===== config.mk =====
export PLATFORM = sky130hd
export DESIGN_NAME = cpi_link_manager
export DESIGN_NICKNAME = d
export VERILOG_FILES = /design/src/rtl/cpi_link_manager.sv
export SDC_FILE = /design/constraint.sdc
export NUM_CORES = 1
export LEC_CHECK = 0
export ABC_CLOCK_PERIOD_IN_PS = 10600
export BUFFER_PORTS_ARGS = -buffer_cell sky130_fd_sc_hd__buf_2
export CAP_MARGIN = 10
export CORE_MARGIN = 2
export CORE_UTILIZATION = 54
export DETAILED_ROUTE_END_ITERATION = 8
export PLACE_DENSITY_LB_ADDON = 0.05
export SYNTH_ARGS = -nofsm -noshare
export SYNTH_HDL_FRONTEND = slang
export SYNTH_SLANG_ARGS = --single-unit

===== constraint.sdc =====
create_clock -name fm_clk -period 10.6 [get_ports fm_clk]
set_input_delay 0.53 -clock fm_clk [delete_from_list [all_inputs] [get_ports fm_clk]]
set_output_delay 0.53 -clock fm_clk [all_outputs]
set_load 0.02 [all_outputs]

===== src/rtl/cpi_link_manager.sv =====
// ---------------------------------------------------------------------------
// cpi_link_manager
//   CPI link manager for the CXL memory fabric manager. Runs the global-layer
//   connect / disconnect / fatal handshake with the agent, buffers A2F
//   request packets in a credit-flow-controlled FIFO and forwards them on the
//   F2A request channel under ready/valid.
//
// Ports
//   fm_clk, fm_rst           clock (posedge) / asynchronous active-low reset
//   a2f_txcon_req            agent connect request (level)
//   a2f_rxcon_ack            connect acknowledge (level)
//   a2f_rxdiscon_nack        disconnect reject, one-cycle pulse
//   a2f_rx_empty             request FIFO empty (registered)
//   a2f_fatal / f2a_fatal    agent fatal in / sticky fatal state out
//   a2f_req_*                A2F request (valid, protocol id, header)
//   a2f_req_crd_rtn          one-credit return pulse
//   f2a_req_*                F2A request (valid, protocol id, header, ready)
//   link_state               FSM state (0 DISC,1 CONNECTING,2 CONNECTED,
//                            3 DISCONNECTING,4 FATAL)
//   err_overflow, err_proto  sticky error flags
// ---------------------------------------------------------------------------
module cpi_link_manager #(
    parameter int HDR_W   = 129,
    parameter int PID_W   = 4,
    parameter int DEPTH   = 8,
    parameter int ACK_DLY = 2,
    parameter int NACK_EN = 1
) (
    input  logic             fm_clk,
    input  logic             fm_rst,
    input  logic             a2f_txcon_req,
    output logic             a2f_rxcon_ack,
    output logic             a2f_rxdiscon_nack,
    output logic             a2f_rx_empty,
    input  logic             a2f_fatal,
    output logic             f2a_fatal,
    input  logic             a2f_req_is_valid,
    input  logic [PID_W-1:0] a2f_req_protocol_id,
    input  logic [HDR_W-1:0] a2f_req_header,
    output logic             a2f_req_crd_rtn,
    output logic             f2a_req_is_valid,
    output logic [PID_W-1:0] f2a_req_protocol_id,
    output logic [HDR_W-1:0] f2a_req_header,
    input  logic             f2a_req_ready,
    output logic [2:0]       link_state,
    output logic             err_overflow,
    output logic             err_proto
);

    localparam int PTR_W = (DEPTH > 1) ? $clog2(DEPTH) : 1;
    localparam int CNT_W = $clog2(DEPTH + 1);
    localparam int CW1   = CNT_W + 1;
    localparam int DLY_W = (ACK_DLY > 1) ? $clog2(ACK_DLY) : 1;
    localparam int ENT_W = PID_W + HDR_W;
    localparam logic [CNT_W-1:0] FULL_CNT = CNT_W'(DEPTH);
    localparam logic [DLY_W-1:0] DLY_LAST = DLY_W'(ACK_DLY - 1);

    typedef enum logic [2:0] {
        S_DISC          = 3'd0,
        S_CONNECTING    = 3'd1,
        S_CONNECTED     = 3'd2,
        S_DISCONNECTING = 3'd3,
        S_FATAL         = 3'd4
    } state_t;

    state_t           r_state;
    state_t           w_state_nxt;
    logic [DLY_W-1:0] r_dly;
    logic [ENT_W-1:0] r_mem [DEPTH];
    logic [PTR_W-1:0] r_wr_ptr;
    logic [PTR_W-1:0] r_rd_ptr;
    logic [CNT_W-1:0] r_occ;
    logic [CNT_W-1:0] w_occ_nxt;
    logic [CNT_W-1:0] r_crd_cnt;
    logic             r_nack;
    logic             r_crd_rtn;
    logic             r_empty;
    logic             r_err_ov;
    logic             r_err_proto;
    logic             w_link_up;
    logic             w_fifo_ne;
    logic             w_full;
    logic             w_pop;
    logic             w_push_try;
    logic             w_push;
    logic             w_flush;
    logic             w_crd_dec;
    logic             w_nack_nxt;
    logic             w_f2a_vld;

    // Pending credits can never legitimately exceed the FIFO depth; clamp
    // so a misbehaving agent cannot make us over-advertise.
    function automatic logic [CNT_W-1:0] sat_crd(input logic [CW1-1:0] v);
        if (v > CW1'(DEPTH))
            return FULL_CNT;
        else
            return v[CNT_W-1:0];
    endfunction

    // FSM state register
    always_ff @(posedge fm_clk or negedge fm_rst) begin
        if (!fm_rst)
            r_state <= S_DISC;
        else
            r_state <= w_state_nxt;
    end

    // FSM next-state logic; fatal overrides everything
    always_comb begin
        w_state_nxt = r_state;
        if (a2f_fatal) begin
            w_state_nxt = S_FATAL;
        end else begin
            case (r_state)
                S_DISC:
                    if (a2f_txcon_req) w_state_nxt = S_CONNECTING;
                S_CONNECTING:
                    if (!a2f_txcon_req)        w_state_nxt = S_DISC;
                    else if (r_dly == DLY_LAST) w_state_nxt = S_CONNECTED;
                S_CONNECTED:
                    if (!a2f_txcon_req) w_state_nxt = S_DISCONNECTING;
                S_DISCONNECTING:
                    if (!w_fifo_ne)        w_state_nxt = S_DISC;
                    else if (NACK_EN != 0) w_state_nxt = S_CONNECTED;
                S_FATAL:
                    w_state_nxt = S_FATAL;
                default:
                    w_state_nxt = S_DISC;
            endcase
        end
    end

    // FSM outputs and derived datapath controls
    always_comb begin
        w_link_up   = (r_state == S_CONNECTED) || (r_state == S_DISCONNECTING);
        w_fifo_ne   = (r_occ != '0);
        w_full      = (r_occ == FULL_CNT);
        w_f2a_vld   = w_link_up && w_fifo_ne;
        w_pop       = w_f2a_vld && f2a_req_ready;
        w_push_try  = a2f_req_is_valid && w_link_up;
        w_push      = w_push_try && (!w_full || w_pop);
        w_flush     = (w_state_nxt == S_FATAL);
        w_nack_nxt  = (r_state == S_DISCONNECTING) && (w_state_nxt == S_CONNECTED);
        // Credits are only returned while the link stays up next cycle.
        w_crd_dec   = (r_crd_cnt != '0) &&
                      ((w_state_nxt == S_CONNECTED) || (w_state_nxt == S_DISCONNECTING));
        w_occ_nxt   = r_occ + CNT_W'(w_push) - CNT_W'(w_pop);
    end

    assign a2f_rxcon_ack       = w_link_up;
    assign f2a_fatal           = (r_state == S_FATAL);
    assign link_state          = r_state;
    assign a2f_rxdiscon_nack   = r_nack;
    assign a2f_req_crd_rtn     = r_crd_rtn;
    assign a2f_rx_empty        = r_empty;
    assign err_overflow        = r_err_ov;
    assign err_proto           = r_err_proto;
    assign f2a_req_is_valid    = w_f2a_vld;
    // Payload is forced to zero when idle so stale RAM never leaks out.
    assign f2a_req_header      = w_f2a_vld ? r_mem[r_rd_ptr][HDR_W-1:0]     : '0;
    assign f2a_req_protocol_id = w_f2a_vld ? r_mem[r_rd_ptr][ENT_W-1:HDR_W] : '0;

    // Connect delay counter
    always_ff @(posedge fm_clk or negedge fm_rst) begin
        if (!fm_rst)
            r_dly <= '0;
        else if (r_state == S_CONNECTING)
            r_dly <= r_dly + DLY_W'(1);
        else
            r_dly <= '0;
    end

    // FIFO pointers / occupancy; fatal entry discards everything
    always_ff @(posedge fm_clk or negedge fm_rst) begin
        if (!fm_rst) begin
            r_wr_ptr <= '0;
            r_rd_ptr <= '0;
            r_occ    <= '0;
            r_empty  <= 1'b1;
        end else if (w_flush) begin
            r_wr_ptr <= '0;
            r_rd_ptr <= '0;
            r_occ    <= '0;
            r_empty  <= 1'b1;
        end else begin
            if (w_push) r_wr_ptr <= r_wr_ptr + PTR_W'(1);
            if (w_pop)  r_rd_ptr <= r_rd_ptr + PTR_W'(1);
            r_occ   <= w_occ_nxt;
            r_empty <= (w_occ_nxt == '0);
        end
    end

    // FIFO storage (data only, no reset)
    always_ff @(posedge fm_clk) begin
        if (w_push)
            r_mem[r_wr_ptr] <= {a2f_req_protocol_id, a2f_req_header};
    end

    // Credit return: full load on link-up, one per pop, one pulse per cycle
    always_ff @(posedge fm_clk or negedge fm_rst) begin
        if (!fm_rst) begin
            r_crd_cnt <= '0;
            r_crd_rtn <= 1'b0;
        end else begin
            r_crd_rtn <= w_crd_dec;
            if ((r_state == S_CONNECTING) && (w_state_nxt == S_CONNECTED))
                r_crd_cnt <= FULL_CNT;
            else if ((w_state_nxt == S_DISC) || (w_state_nxt == S_FATAL))
                r_crd_cnt <= '0;
            else
                r_crd_cnt <= sat_crd({1'b0, r_crd_cnt} - CW1'(w_crd_dec) + CW1'(w_pop));
        end
    end

    // Disconnect NACK pulse and sticky error flags
    always_ff @(posedge fm_clk or negedge fm_rst) begin
        if (!fm_rst) begin
            r_nack      <= 1'b0;
            r_err_ov    <= 1'b0;
            r_err_proto <= 1'b0;
        end else begin
            r_nack <= w_nack_nxt;
            if (w_push_try && w_full && !w_pop)
                r_err_ov <= 1'b1;
            if (a2f_req_is_valid && !w_link_up)
                r_err_proto <= 1'b1;
        end
    end

endmodule


==> impl_metrics.py <==
metrics = {
    "outcome": {
        "status": "finished clean",
    },
    "grt": {
        "grt_pass1_vias": 20430,
        "grt_usage": 0.2163,
        "grt_max_degree": 127,
        "antenna_found_initial": 24,
        "grt-ovfl-total": 0,
        "grt_pass1_wl_um": 126000,
    },
    "power_and_ir_drop": {
        "p_sw_mw": 1.580,
        "power_density_nw_per_um2": 176.3,
        "switching_share": 0.1883,
        "power_mw": 8.389,
        "p_int_mw": 6.809,
        "power.leakage_nw": 15.10,
        "comb_power_share": 0.009,
        "ir_drop_mv": 0.1631,
        "pwr-share-seq": 0.562,
        "clkPwrFrac": 0.429,
    },
    "sta": {
        "period_share": 0.4619,
        "max_freq_ghz": 0.2043,
        "worst_slew_pin_slew_ns": 1.078,
        "fin_tns_setup_ns": 0,
        "rsz0062_at_grt": "no",
        "slew_headroom": 0.2816,
        "hold_violations": 0,
        "slew_violations": 0,
        "period_needed_ns": 4.896,
        "finalSetupViolations": 0,
        "finClkSkew_ns": 0.01900,
    },
    "drt": {
        "drt_iter0_drc": 1372,
        "wl_per_cell_um": 25.69,
        "ant_nets": 0,
        "dr_total_vias": 19060,
        "dr.pass1.iters": 7,
        "avgViaCountPerCell": 5.813,
        "drt-total-wl_um": 84250,
        "drc": 0,
    },
    "worst_setup_path": {
        "crit_required_ns": 10.07,
        "worst_setup_path_start_kind": "register",
        "worstSetupStartpoint": "r_rd_ptr[1]",
        "cp-end-kind": "output pin",
        "worstPathArrival_ns": 4.37,
        "critPathKind": "register to output pin",
        "rr_startpoint": "r_occ[2]",
        "cp_max_fo": 66,
    },
    "clock_tree": {
        "clock_latency_ns": 0.66,
        "clock-root-buffer": "clkbuf_16",
        "cts_sinks": 1087,
        "cts_tree": "done",
        "cts.htree.levels": 3,
        "cts.clk_slew.worst_paths_ns": 0.06,
        "cts-resized-gates": 0,
        "cts_made_buffers": 108,
        "clk_path_buf_depth": 3,
    },
    "synthesis": {
        "syn_inst": 1825,
        "synth_top_area_frac": 0.7661,
        "ys_types": 44,
        "synth_edf_count": 1064,
        "syn_area_per_cell_um2": 22.85,
        "synth_most_common_cell": "edfxtp_1",
        "synth_commonest_cells": "1064 x edfxtp_1, 266 x mux4_2, 150 x nor2_1",
        "synth_area_leaders": "edfxtp_1 77%, mux4_2 14%, mux2i_1 3.2%",
        "yosysSeqAreaShare": 0.7799,
        "synth_nets": 1980,
        "netlist_area_um2": 41700,
        "async_reset_ff_frac": 0.02116,
        "synth_top_cell_by_area": "edfxtp_1",
        "yosysWarnings": 0,
        "ys.flop_type": "edfxtp_1",
        "synth_seq_cells": 1087,
    },
    "layout": {
        "register_area_um2": 32540,
        "multi_input_area_um2": 8610,
        "finalNetCount": 2308,
        "area_delta_synth_final_pct": 14.06,
        "fillers": 5291,
        "final_cells": 3279,
        "drive_gt1_frac": 0.3252,
    },
    "floorplan": {
        "design.core.area_um2": 76200,
        "die_w_um": 281.9,
        "die_h_um": 281.9,
        "row_count": 101,
        "dieArea_um2": 79470,
        "initial_core_util": 0.5473,
        "ios": 283,
    },
    "placement": {
        "place_inst": 3072,
        "gp_congestion": 0.7232,
        "io_buffers": 282,
        "hpwl_um": 43480,
    },
    "run": {
        "cap_violations": 0,
    },
    "worst_hold_path": {
        "worst_hold_startpoint": "a2f_req_header[37]",
        "holdCritPathClass": "primary input to register",
    },
}
-- critical path, stage by stage, from the launching register on --
cell     delay, ns
dfrtp_4       1.12
buf_4         0.71
buf_4         0.82
mux4_2        0.36
mux2i_1       0.07
nor2_1        0.26
buf_2         0.23
-- layer usage --
metal | GRT usage | part of all wire | vias to the layer above
li1 | - | - | 8263
met1 | 0.2843 | 0.41 | 10200
met2 | 0.3684 | 0.51 | 443
met3 | 0.04947 | 0.058 | 132
met4 | 0.05578 | 0.018 | 22
met5 | 0 | 0.0016 | -
-- cells in the final DEF (no fill, tap or decap), types with 4 or more instances in the layout --
master	Yosys	final
buf_2	38	282
clkinv_2	0	17
diode_2	0	7
dfrtp_1	22	19
and2_1	4	4
buf_4	1	19
clkbuf_1	18	25
nor2_4	0	6
ha_1	14	14
nand2b_1	4	4
xor2_1	4	4
inv_1	13	13
edfxtp_1	1064	1064
mux2i_1	134	134
a21oi_1	4	4
nand2_1	8	8
buf_12	0	7
nor2_1	150	144
mux4_2	266	266
clkinv_1	2	36
bufinv_16	0	7
clkbuf_16	0	111
-- flip-flops by register name, indices dropped and copies added, names as in the netlist, 3 cells and up --
name / flops
link_state: 3
r_occ: 4
r_mem: 1064
r_crd_cnt: 4
r_wr_ptr: 3
r_rd_ptr: 3
-- worst paths after layout --
path,to,slack (ns),depth (start not counted)
min,r_mem[6][37],0.13,1
max in group asynchronous,r_rd_ptr[2],9.78,2
min in group asynchronous,r_occ[2],0.40,2
min reg2reg,err_overflow,0.47,1
max reg2reg,r_mem[3][46],6.66,8
max,f2a_req_header[10],5.70,6
-- power groups by stage --
stage	clock network, mW	logic [mW]	registers (mW)
detailed placement	0	0.0727	4.80
finish	3.60	0.0725	4.71
CTS	3.68	0.0730	4.71
floorplan	0	0.000491	4.81
global route	3.84	0.0824	4.71
global placement	0	0.0653	4.80
-- repair_timing --
item | CTS | global route
hold buffers | 1 | 0
hold endpoints to repair | 22 | 0
buffers inserted | 0 | 0
-- per-stage QoR --
step                hold slack, ns  setup WS [ns]    util  area [um^2]
finish                      0.1292          5.704  0.6243        47570
global placement            0.4524          6.313  0.5799        44190
floorplan                   0.2344          3.295       -        41720
global route                0.1191          5.411  0.6242        47570
detailed placement          0.4544          6.299  0.5799        44190
CTS                        0.08834          5.588  0.6240        47550
-- final cells by class --
type                            count  share of cell area
Antenna cell                        7           0.0003682
Clock buffer                      136             0.06036
Clock inverter                     63             0.01010
Inverter                           16            0.001262
Multi-Input combinational cell    631              0.1810
Sequential cell                  1087              0.6840
Tap cell                         1030             0.02709
Timing Repair Buffer              309             0.03582
-- logic make-up (layout without fill, tap and decap cells) --
group,after synthesis,after routing,synth area share
xor+xnor,6,6,0.001260
buf+inv,107,524,0.01557
compound gates,20,20,0.003330
fa+ha+maj,16,16,0.005160
other cells,0,7,0
flops,1087,1087,0.7799
mux,400,400,0.1758
simple gates,189,189,0.01893
(Power assumes the default switching activity.)
